`config.mk`:
```
export PLATFORM = sky130hd
export DESIGN_NAME = rng_request_arbiter
export DESIGN_NICKNAME = d
export VERILOG_FILES = /design/src/rtl/rng_request_arbiter.sv
export SDC_FILE = /design/constraint.sdc
export NUM_CORES = 1
export LEC_CHECK = 0
export BUFFER_PORTS_ARGS = -buffer_cell sky130_fd_sc_hd__buf_2
export CAP_MARGIN = 25
export CORE_ASPECT_RATIO = 0.6
export CORE_MARGIN = 2
export CORE_UTILIZATION = 24
export CTS_CLUSTER_SIZE = 8
export DETAILED_ROUTE_END_ITERATION = 7
export SLEW_MARGIN = 30
export SYNTH_ARGS = -nofsm -noshare
export SYNTH_HDL_FRONTEND = slang
export SYNTH_SLANG_ARGS = --single-unit
```
`constraint.sdc`:
```
create_clock -name clk -period 5.07 [get_ports clk]
set_clock_uncertainty 0.15 [all_clocks]
set_input_delay 1.014 -clock clk [delete_from_list [all_inputs] [get_ports clk]]
set_output_delay 1.014 -clock clk [all_outputs]
set_load 0.02 [all_outputs]
```
`src/rtl/rng_request_arbiter.sv`:
```
// rtl/rng_request_arbiter.sv - round-robin arbiter sharing one pseudo-random source among N requesters
//
// Purpose:
//   Grants one requester at a time (round-robin from a rotating pointer),
//   gives the random source one clean enable pulse followed by a low gap,
//   captures the source's low W bits and folds them into [0, limit] by
//   repeated subtraction (one step per cycle), then returns the result with a
//   one-cycle, one-hot ack.
//
// Ports:
//   clk         system clock
//   reset       synchronous, active-high reset
//   req         per-requester level request, held until that requester's ack
//   limit_flat  per-requester inclusive upper bound, requester i at [i*W +: W]
//   ack         one-hot, one-cycle completion pulse for the served requester
//   rand_data   reduced random value, valid in the ack cycle, held until next ack
//   rand_id     id of the last served requester, updates with rand_data
//   busy        high in every state except IDLE
//   rng_enable  enable to the source; the source advances on its rising edge
//   rng_value   current output of the source (only [W-1:0] is used)

module rng_request_arbiter #(
    parameter int N   = 4,
    parameter int W   = 8,
    parameter int IDW = 2
) (
    input  logic             clk,
    input  logic             reset,
    input  logic [N-1:0]     req,
    input  logic [N*W-1:0]   limit_flat,
    output logic [N-1:0]     ack,
    output logic [W-1:0]     rand_data,
    output logic [IDW-1:0]   rand_id,
    output logic             busy,
    output logic             rng_enable,
    input  logic [31:0]      rng_value
);

    typedef enum logic [2:0] {
        IDLE    = 3'd0,
        PULSE   = 3'd1,
        GAP     = 3'd2,
        CAPTURE = 3'd3,
        REDUCE  = 3'd4,
        DONE    = 3'd5
    } state_t;

    // State and datapath registers
    state_t         state_q, state_d;
    logic [IDW-1:0] ptr_q, ptr_d;
    logic [IDW-1:0] gid_q, gid_d;
    logic [W-1:0]   glim_q, glim_d;
    logic [W-1:0]   acc_q, acc_d;

    // Registered outputs
    logic [N-1:0]   ack_q, ack_d;
    logic [W-1:0]   rand_data_q, rand_data_d;
    logic [IDW-1:0] rand_id_q, rand_id_d;
    logic           busy_q, busy_d;
    logic           rng_enable_q, rng_enable_d;

    // Grant search results
    logic [N-1:0]   req_hi;
    logic [N-1:0]   search;
    logic           grant_valid;
    logic [IDW-1:0] grant_idx;
    logic [W-1:0]   grant_lim;

    // Reduction step
    logic [W:0]     glim_p1;
    logic           acc_gt;
    logic [W-1:0]   acc_sub;
    logic [IDW-1:0] ptr_next;

    // Upper source bits are intentionally ignored.
    logic unused_rng_hi;
    assign unused_rng_hi = ^rng_value[31:W];

    // Round-robin search: prefer the lowest set request at or above the
    // pointer; if none exists there, wrap and take the lowest set request.
    always_comb begin : grant_search
        req_hi = '0;
        for (int i = 0; i < N; i++) begin
            req_hi[i] = req[i] && (i >= int'(ptr_q));
        end
        search      = (req_hi != '0) ? req_hi : req;
        grant_valid = (req != '0);
        grant_idx   = '0;
        for (int i = N - 1; i >= 0; i--) begin
            if (search[i]) begin
                grant_idx = IDW'(i);
            end
        end
        grant_lim = '0;
        for (int i = 0; i < N; i++) begin
            if (int'(grant_idx) == i) begin
                grant_lim = limit_flat[i*W +: W];
            end
        end
    end

    // glim+1 is formed one bit wider so a limit of all-ones does not wrap.
    always_comb begin : reduce_step
        glim_p1  = {1'b0, glim_q} + (W+1)'(1);
        acc_gt   = (acc_q > glim_q);
        acc_sub  = W'({1'b0, acc_q} - glim_p1);
        ptr_next = (gid_q == IDW'(N - 1)) ? '0 : gid_q + IDW'(1);
    end

    always_comb begin : next_state
        state_d     = state_q;
        ptr_d       = ptr_q;
        gid_d       = gid_q;
        glim_d      = glim_q;
        acc_d       = acc_q;
        rand_data_d = rand_data_q;
        rand_id_d   = rand_id_q;

        case (state_q)
            IDLE: begin
                if (grant_valid) begin
                    gid_d   = grant_idx;
                    glim_d  = grant_lim;
                    state_d = PULSE;
                end
            end
            PULSE: begin
                state_d = GAP;
            end
            GAP: begin
                // Low phase after the pulse; the source updates meanwhile.
                state_d = CAPTURE;
            end
            CAPTURE: begin
                acc_d   = rng_value[W-1:0];
                state_d = REDUCE;
            end
            REDUCE: begin
                if (acc_gt) begin
                    acc_d = acc_sub;
                end else begin
                    // Result is loaded as we enter DONE so it is visible
                    // in the same cycle as the ack pulse.
                    rand_data_d = acc_q;
                    rand_id_d   = gid_q;
                    state_d     = DONE;
                end
            end
            DONE: begin
                ptr_d   = ptr_next;
                state_d = IDLE;
            end
            default: begin
                state_d = IDLE;
            end
        endcase

        // Outputs are decoded from the next state so they are registered
        // and line up exactly with the state they belong to.
        rng_enable_d = (state_d == PULSE);
        busy_d       = (state_d != IDLE);
        ack_d        = '0;
        if (state_d == DONE) begin
            for (int i = 0; i < N; i++) begin
                ack_d[i] = (int'(gid_q) == i);
            end
        end
    end

    always_ff @(posedge clk) begin
        if (reset) begin
            state_q      <= IDLE;
            ptr_q        <= '0;
            gid_q        <= '0;
            glim_q       <= '0;
            acc_q        <= '0;
            ack_q        <= '0;
            rand_data_q  <= '0;
            rand_id_q    <= '0;
            busy_q       <= 1'b0;
            rng_enable_q <= 1'b0;
        end else begin
            state_q      <= state_d;
            ptr_q        <= ptr_d;
            gid_q        <= gid_d;
            glim_q       <= glim_d;
            acc_q        <= acc_d;
            ack_q        <= ack_d;
            rand_data_q  <= rand_data_d;
            rand_id_q    <= rand_id_d;
            busy_q       <= busy_d;
            rng_enable_q <= rng_enable_d;
        end
    end

    assign ack        = ack_q;
    assign rand_data  = rand_data_q;
    assign rand_id    = rand_id_q;
    assign busy       = busy_q;
    assign rng_enable = rng_enable_q;

endmodule

```
* Word level (Yosys, flattened, before mapping)
Cells that the tools add are included.
** Storage, ports and cells
- Register bits after elaboration :: 39
- Input port bits :: 70
- Output and inout port bits :: 16
- Word-level logic and storage cells :: 63
** Cells by class
- Add/sub/neg operators :: 3
- Magnitude comparators :: 4
- Equal/unequal tests :: 15
- Multiplexer cells :: 15
- Bitwise gates (word level) :: 2
- Reduce and logical (&&, ||, !) cells :: 14
** Operators with widths (count)
- 8-bit 2-to-1 mux :: 5
- 8-bit case mux with 2 select lines :: 1
- 3-bit case mux with 5 select lines :: 1
- 2-bit equality test (second input constant) :: 5
- 2-bit 2-to-1 mux :: 5
- 3-bit equality test (second input constant) :: 3
- 3-bit 2-to-1 mux :: 3
- 8-bit by 1-bit adder with 8-bit output (second input constant) :: 1
- 8-bit greater-than comparator :: 1
- 4-bit nonzero test :: 2
- 8-bit subtractor :: 1
- 3-bit by 1-bit equality test with 1-bit output (second input constant) :: 2
- 3-bit by 2-bit equality test with 1-bit output (second input constant) :: 2
- 2-bit AND reduction :: 3
- 2-bit by 1-bit equality test with 1-bit output (second input constant) :: 2
- 1-bit by 2-bit greater-or-equal comparator with 1-bit output (first input constant) :: 2
- 2-bit zero test :: 2
- 1-bit logical AND :: 3
- 3-bit zero test :: 1
- 3-bit nonzero test :: 1
- 2-bit by 1-bit adder with 2-bit output (second input constant) :: 1
- 2-bit greater-or-equal comparator (first input constant) :: 1
- 2-bit inequality test (second input constant) :: 1
- 1-bit NOT :: 2
- other kinds (2) :: 2

* Longest topological paths before layout
Gate-level depths: netlist of run 1.
- Word-level depth :: 12
- Gate-level depth with buffers :: 9
- Gate-level depth less buffers :: 9

* Least setup slack after synthesis of run 1
OpenSTA, ideal clock, no wires.
- Path type :: input to register
- Start :: input port req[0]
- End :: register glim_q[0]
- Setup time :: 67 ps
- Arrival time :: 2230 ps
- Required time :: 4853 ps
- Setup slack :: 2623 ps
- Cell stages on the path :: 7
- Buffers on the path :: 2
- Cells stage by stage :: mux2_4 -> a221oi_2 -> buf_6 -> buf_12 -> mux2i_1 -> mux2_2 -> o21ai_2
** Between the ends
- Word-level cells in the longest chain between the ends :: 11
- Elaborated cells on any way between the ends :: 16
- Classes of those cells :: eq/ne (3); mux (8); reduce/logical (5)
** Ends and longest elaborated chain
- start, declared :: RTL line 29 : input logic [N-1:0] req,
- 1-bit logical AND :: RTL line 84 : req_hi[i] = req[i] && (i >= int'(ptr_q));
- 4-bit nonzero test :: RTL line 86 : search = (req_hi != '0) ? req_hi : req;
- 3-bit 2-to-1 mux :: RTL line 86
- 2-bit 2-to-1 mux (3 in series) :: RTL line 90 : if (search[i]) begin
- 2-bit zero test :: RTL line 96 : if (int'(grant_idx) == i) begin
- 8-bit 2-to-1 mux (4 in series) :: RTL line 96
- end signal, assigned :: RTL line 186 : glim_q <= glim_d;
- end, declared :: RTL line 52 : logic [W-1:0] glim_q, glim_d;
Parallel ways exist; a longest one is shown, timed or not.
A chain may end at the register's enable or synchronous reset.

* Worst setup path after layout of run 1
- Start :: register glim_q[1]
- End :: register ack_q[2], in the netlist ack[2]
** Between the ends
- Word-level cells in the longest chain between the ends :: 6
** Ends and longest elaborated chain
- 8-bit greater-than comparator :: RTL line 105 : acc_gt = (acc_q > glim_q);
- 3-bit 2-to-1 mux :: RTL line 139 : if (acc_gt) begin
- 3-bit case mux with 5 select lines :: RTL line 119 : case (state_q)
- 3-bit equality test :: RTL line 163 : if (state_d == DONE) begin
- 1-bit NOT (no line)
- 2-bit OR reduction (no line)
- end signal, assigned :: RTL line 188 : ack_q <= ack_d;
- end, declared :: RTL line 56 : logic [N-1:0] ack_q, ack_d;
Every way passes these cells.

==> flow_metrics.env, run 1 <==
export IMPL_syn_inst=268
export IMPL_rsz0062_at_grt="no"
export IMPL_critPathLaunch="glim_q[1]"
export IMPL_power_leakage_uw=0.00125
export IMPL_fmax_mhz=363
export IMPL_ys_ff_latch=39
export IMPL_clockBufferDepth=2
export IMPL_final_cell_mix="buf_2 (61), dfxtp_1 (39), a21oi_1 (24)"
export IMPL_root_buffer="clkbuf_16"
export IMPL_period_needed_ps=2750
export IMPL_crit_fanout=22
export IMPL_setup_worst_path_end_class="register"
export IMPL_r2r_setup_slack_ps=2320
export IMPL_io_buffers=61
export IMPL_ctsHoldBuffers=0
export IMPL_endpoint="ack[2]"
export IMPL_final_common_cell="buf_2"
export IMPL_ff2ff_path_depth=8
export IMPL_yosys_most_used_dff="dfxtp_1"
export IMPL_drc=0
export IMPL_antenna_found_initial=0
export IMPL_synth_cell_type_count=45
export IMPL_cp_start_kind="register"
export IMPL_path_class="register to register"
export IMPL_final_util=0.306
export IMPL_drt_wirelength_per_cell_microns=12.9
export IMPL_post_cts_resized=0
export IMPL_dr_total_vias=2072
export IMPL_hold_viol=0
export IMPL_viasPerCell=4.51
export IMPL_grt_pass1_vias=1968
export IMPL_maxCapViolCount=0
export IMPL_drt_wl_total_microns=5930
export IMPL_status="completed"
export IMPL_drt_iter0_drc=148
export IMPL_cellPowerDensity_mw_per_mm2=360
export IMPL_cp_required_ps=5090
export IMPL_cp_arrival_ps=2780
export IMPL_fp_row_count=28
export IMPL_hold_slack_ps=330
export IMPL_clk_pin_slew_worst_paths_ps=60
export IMPL_final_nets=407
export IMPL_p_total_uw=1070
export IMPL_grt_pass1_wl_microns=10100
export IMPL_initial_utilization=0.244
export IMPL_post_cts_buffers=0
export IMPL_peakVddDrop_v=0.000119
export IMPL_setup_viol=0
export IMPL_drive_gt1_frac=0.284
export IMPL_hold_start="rand_data[2]"
export IMPL_syn_area_per_cell_sq_um=8.88
export IMPL_slew_headroom=0.420
export IMPL_htreeDepth=2
export IMPL_tightest_slew_ps=868
export IMPL_die_x_microns=133
export IMPL_r2r_start="glim_q[1]"
export IMPL_antenna_cells=0
export IMPL_place_area_sq_mm=0.00279
export IMPL_fp_dieH_microns=81.1
export IMPL_core_sq_mm=0.00974
export IMPL_gp_congestion=0.767
export IMPL_regToRegEndpoint="ack[2]"
export IMPL_synth_area_sq_mm=0.00238
export IMPL_grt_max_degree=37
export IMPL_cts_sinks=39
export IMPL_drv_slew=0
export IMPL_hp_class="register to register"
export IMPL_synthesis_nets=352
export IMPL_fin_crit_sh=0.543
export IMPL_areaGrowthSynthToFinish_pct=25.4
export IMPL_synth_edf_count=0
export IMPL_io_pins=86
export IMPL_dieArea_sq_mm=0.0107
export IMPL_first_pass_iters=4
export IMPL_ys_seq_area_frac=0.328
export IMPL_ys_warnings_count=0
export IMPL_grt_overflow_total=0
export IMPL_dp_hpwl_microns=4570
export IMPL_cts_tree="done"
export IMPL_tns_ps=0
export IMPL_clk_latency_ps=280
export IMPL_async_flop_share=0
export IMPL_ant_nets=0
export IMPL_stdcell_area_sq_mm=0.00298
export IMPL_grtUsageTotal=0.120
export IMPL_cts_inserted_buffers=5
## cell type report
class / count / area (sq um)
fillers: 1070 / 6760
multi-input cells: 199 / 1470
flip-flops and latches: 39 / 781
repair buffers: 62 / 317
well taps: 135 / 169
clock buffers: 6 / 129
clock inverters: 2 / 60.1
inverters: 16 / 60.1
## synth_stat cells, drive strengths merged, types with 8 or more instances
master / n / area (sq um)
mux2: 9 / 105
ha: 13 / 163
nor3: 11 / 55.1
nand3b: 16 / 120
nand2: 15 / 56.3
nor2: 14 / 57.6
a21oi: 25 / 129
o21ai: 23 / 141
dfxtp: 39 / 781
buf: 8 / 60.1
inv: 16 / 60.1
mux2i: 21 / 210
## per-stage QoR
step | instances | setup WS [ps]
after floorplan | 268 | 2620
after global placement | 450 | 1970
after detailed placement | 451 | 2200
after CTS | 459 | 2300
after global routing | 459 | 2040
final | 459 | 2320
## how the worst min path moves through the flow
| stage | slack [ps] | endpoint | cells after the start |
|---|---|---|---|
| 6_report | 330 | rand_data[2] | 2 |
| 5_1_grt | 350 | rand_data[7] | 2 |
| 4_1_cts | 330 | rand_id[0] | 2 |
| 3_5_place_dp | 320 | rand_id[0] | 2 |
| 3_3_place_gp | 320 | rand_data[2] | 2 |
| 2_1_floorplan | 310 | glim_q[7] | 2 |
## routing by layer
layer | vias up | GRT usage | routed length [microns]
met5 | - | 0 | 0
met2 | 70 | 0.165 | 2310
li1 | 1073 | - | -
met1 | 924 | 0.171 | 3030
met3 | 5 | 0.0462 | 545
met4 | 0 | 0.0323 | 44
## power breakdown
| part | total (uW) | switching [uW] | internal (uW) | leakage (uW) |
|---|---|---|---|---|
| Sequential | 353 | 22.7 | 330 | 0.000318 |
| Combinational | 316 | 184 | 132 | 0.000838 |
| Clock | 403 | 121 | 282 | 0.0000911 |
## cell families (layout without fill, tap and decap cells)
kind of cell,Yosys count,after routing,share of synthesized area
adder cells (fa/ha/maj),14,14,0.0768
flip-flops,39,39,0.328
AND/OR/NAND/NOR,78,78,0.180
multiplexers,30,30,0.133
XOR/XNOR,5,5,0.0184
AO/OA/AOI/OAI,72,72,0.204
buffers and inverters,30,86,0.0600
## critical path: stages, from the launching register on
cell and delay (ps):
dfxtp_1 330, inv_1 70, ha_1 320, nor2b_1 140
o211ai_1 100, a311o_1 480, a21oi_2 700, nor3_1 150
and2_1 210
## registers in the layout, summed over array words and instances (netlist names)
| register | count |
|---|---|
| acc_q | 8 |
| ack | 4 |
| busy | 1 |
| gid_q | 2 |
| glim_q | 8 |
| ptr_q | 2 |
| rand_data | 8 |
| rand_id | 2 |
| rng_enable | 1 |
| state_q | 3 |
Note: power is estimated with default switching activity, not from simulation.
==> run 2, diff against run 1 <==
- ABC_AREA: default -> 1
- clock period: 5.07 -> 2.43 ns (I/O delays scaled with it)
==> run 2 against run 1 <==
  * Die area increased by 0.56%
  * Register-to-register slack lost 2100 ps
  * Largest cell class unchanged
  * Wire length grew 7.2%
==> flow_metrics.env, run 2 <==
export IMPL_status="completed"
export IMPL_fp_dieH_microns=81.3
export IMPL_ctsHoldBuffers=0
export IMPL_ant_nets=0
export IMPL_htreeDepth=2
export IMPL_path_class="register to register"
export IMPL_synth_top_area_cell="dfxtp_1"
export IMPL_initial_utilization=0.245
export IMPL_io_pins=86
export IMPL_nFillCells=1068
export IMPL_multi_input_area_sq_mm=0.00139
export IMPL_tns_ps=0
export IMPL_fp_row_count=28
export IMPL_clk_latency_ps=280
export IMPL_yosysTopAreaCellShare=0.326
export IMPL_fin_crit_sh=0.914
export IMPL_drv_slew=0
export IMPL_io_buffers=61
export IMPL_async_flop_share=0
export IMPL_synth_cell_type_count=41
export IMPL_hold_viol=0
export IMPL_clockBufferDepth=2
export IMPL_dp_hpwl_microns=5160
export IMPL_slew_headroom=0.601
export IMPL_dp_slack_ps=172
export IMPL_ys_warnings_count=0
export IMPL_ys_seq_area_frac=0.326
export IMPL_core_sq_mm=0.00977
export IMPL_finalNonFillerCells=528
export IMPL_period_needed_ps=2220
export IMPL_yosys_most_used_dff="dfxtp_1"
export IMPL_yosysMostFrequentCell="nand2_1"
export IMPL_power_leakage_uw=0.00139
export IMPL_crit_fanout=11
export IMPL_syn_area_per_cell_sq_um=7.29
export IMPL_root_buffer="clkbuf_16"
export IMPL_hp_class="register to register"
export IMPL_cts_sinks=39
export IMPL_fin_ws_ps=210
export IMPL_synth_top_cells_by_area="dfxtp_1 (33%), nand2_1 (9.1%), ha_1 (6.8%)"
export IMPL_fmax_mhz=450
export IMPL_grt_overflow_total=0
export IMPL_cellPowerDensity_mw_per_mm2=796
export IMPL_final_cell_mix="buf_2 (61), nand2_1 (58), nor2_1 (39), dfxtp_1 (39), inv_1 (38)"
export IMPL_regArea_sq_um=781
export IMPL_dieArea_sq_mm=0.0108
export IMPL_cts_inserted_buffers=5
export IMPL_peakVddDrop_v=0.000281
export IMPL_dr_total_vias=2283
export IMPL_hold_slack_ps=324
export IMPL_gp_congestion=0.886
export IMPL_rsz0062_at_grt="no"
export IMPL_setup_viol=0
export IMPL_final_common_cell="buf_2"
export IMPL_drc=0
export IMPL_viasPerCell=4.32
export IMPL_grt_pass1_wl_microns=10300
export IMPL_maxCapViolCount=0
export IMPL_syn_inst=328
export IMPL_synth_edf_count=0
export IMPL_cp_arrival_ps=2240
export IMPL_grtUsageTotal=0.123
export IMPL_synth_common_cells="nand2_1 (58), dfxtp_1 (39), inv_1 (39), nor2_1 (39), o21ai_0 (30)"
export IMPL_areaGrowthSynthToFinish_pct=25.5
export IMPL_cp_start_kind="register"
export IMPL_grt_max_degree=24
export IMPL_drt_wirelength_per_cell_microns=12.1
export IMPL_ys_ff_latch=39
export IMPL_die_x_microns=133
export IMPL_antenna_cells=0
export IMPL_first_pass_iters=4
export IMPL_clk_pin_slew_worst_paths_ps=60
export IMPL_synthesis_nets=412
export IMPL_synth_area_sq_mm=0.00239
export IMPL_setup_worst_path_end_class="register"
export IMPL_grt_pass1_vias=2141
export IMPL_drive_gt1_frac=0.282
export IMPL_drt_iter0_drc=104
export IMPL_antenna_found_initial=0
export IMPL_tightest_slew_ps=597
export IMPL_placed_cells=519
export IMPL_drt_wl_total_microns=6360
export IMPL_cts_tree="done"
export IMPL_final_nets=476
export IMPL_post_cts_buffers=0
export IMPL_cp_required_ps=2450
==> run 2: changes by cell type after synthesis, moves of 16 or more <==
cell     change
nor2_1      +27
mux2i_1     -21
nand3_1     +16
o21ai_0     +28
nand2_1     +43
inv_1       +23
==> run 2: logic make-up after synthesis <==
| group | count (synthesis) | synth area share |
|---|---|---|
| flip-flops | 39 | 0.326 |
| AO/OA/AOI/OAI | 68 | 0.177 |
| AND/OR/NAND/NOR | 150 | 0.311 |
| adder cells (fa/ha/maj) | 14 | 0.0764 |
| XOR/XNOR | 4 | 0.0146 |
| buffers and inverters | 53 | 0.0941 |
==> run 2: stage by stage <==
stage	total power, uW	instance area, sq um	utilization
finish	2390	3000	0.307
global route	2590	3000	0.307
CTS	2400	2980	0.305
detailed placement	1750	2840	0.291
global placement	1730	2840	0.291
floorplan	1500	2390	-
==> run 2: per-layer routing <==
layer | global-route usage | part of all wire | vias up
met5 | 0 | 0 | -
met4 | 0.0323 | 0.0064 | 0
met3 | 0.0393 | 0.078 | 4
met2 | 0.169 | 0.37 | 58
met1 | 0.180 | 0.54 | 1008
li1 | - | - | 1213
==> run 2: path summary, 6_finish.rpt <==
check / startpoint / end / slack (ps) / cells after the start
setup / recovery: glim_q[3] / rand_id[0] / 210 / 11
hold / removal: glim_q[1] / glim_q[1] / 320 / 2
setup reg to reg: glim_q[3] / rand_id[0] / 210 / 11
hold reg to reg: glim_q[1] / glim_q[1] / 320 / 2
==> run 2: critical path, stage by stage (launching register included) <==
cell,delay (ps)
dfxtp_1,330
inv_1,50
ha_1,370
nand2_1,70
inv_1,90
a21oi_1,70
o211ai_1,260
nand2_1,140
nand2_4,160
clkinvlp_4,160
o21ai_0,180
a21oi_1,60
==> run 2: layout make-up <==
type | instances | area share
multi-input combinational | 236 | 0.464
sequential | 39 | 0.260
timing repair buffer | 65 | 0.112
inverter | 44 | 0.0583
tap | 135 | 0.0563
clock buffer | 6 | 0.0429
clock inverter | 2 | 0.00417
timing repair inverter | 1 | 0.00250
==> run 2: timing repair <==
item                                   in CTS  in global routing
endpoints found under the hold margin       0                  0
setup endpoints to repair                   0                  8
resized for setup                           0                  4
==> run 2: power breakdown <==
part	switching (uW)	internal [uW]
registers	71.0	733
clock network	260	378
logic	587	363
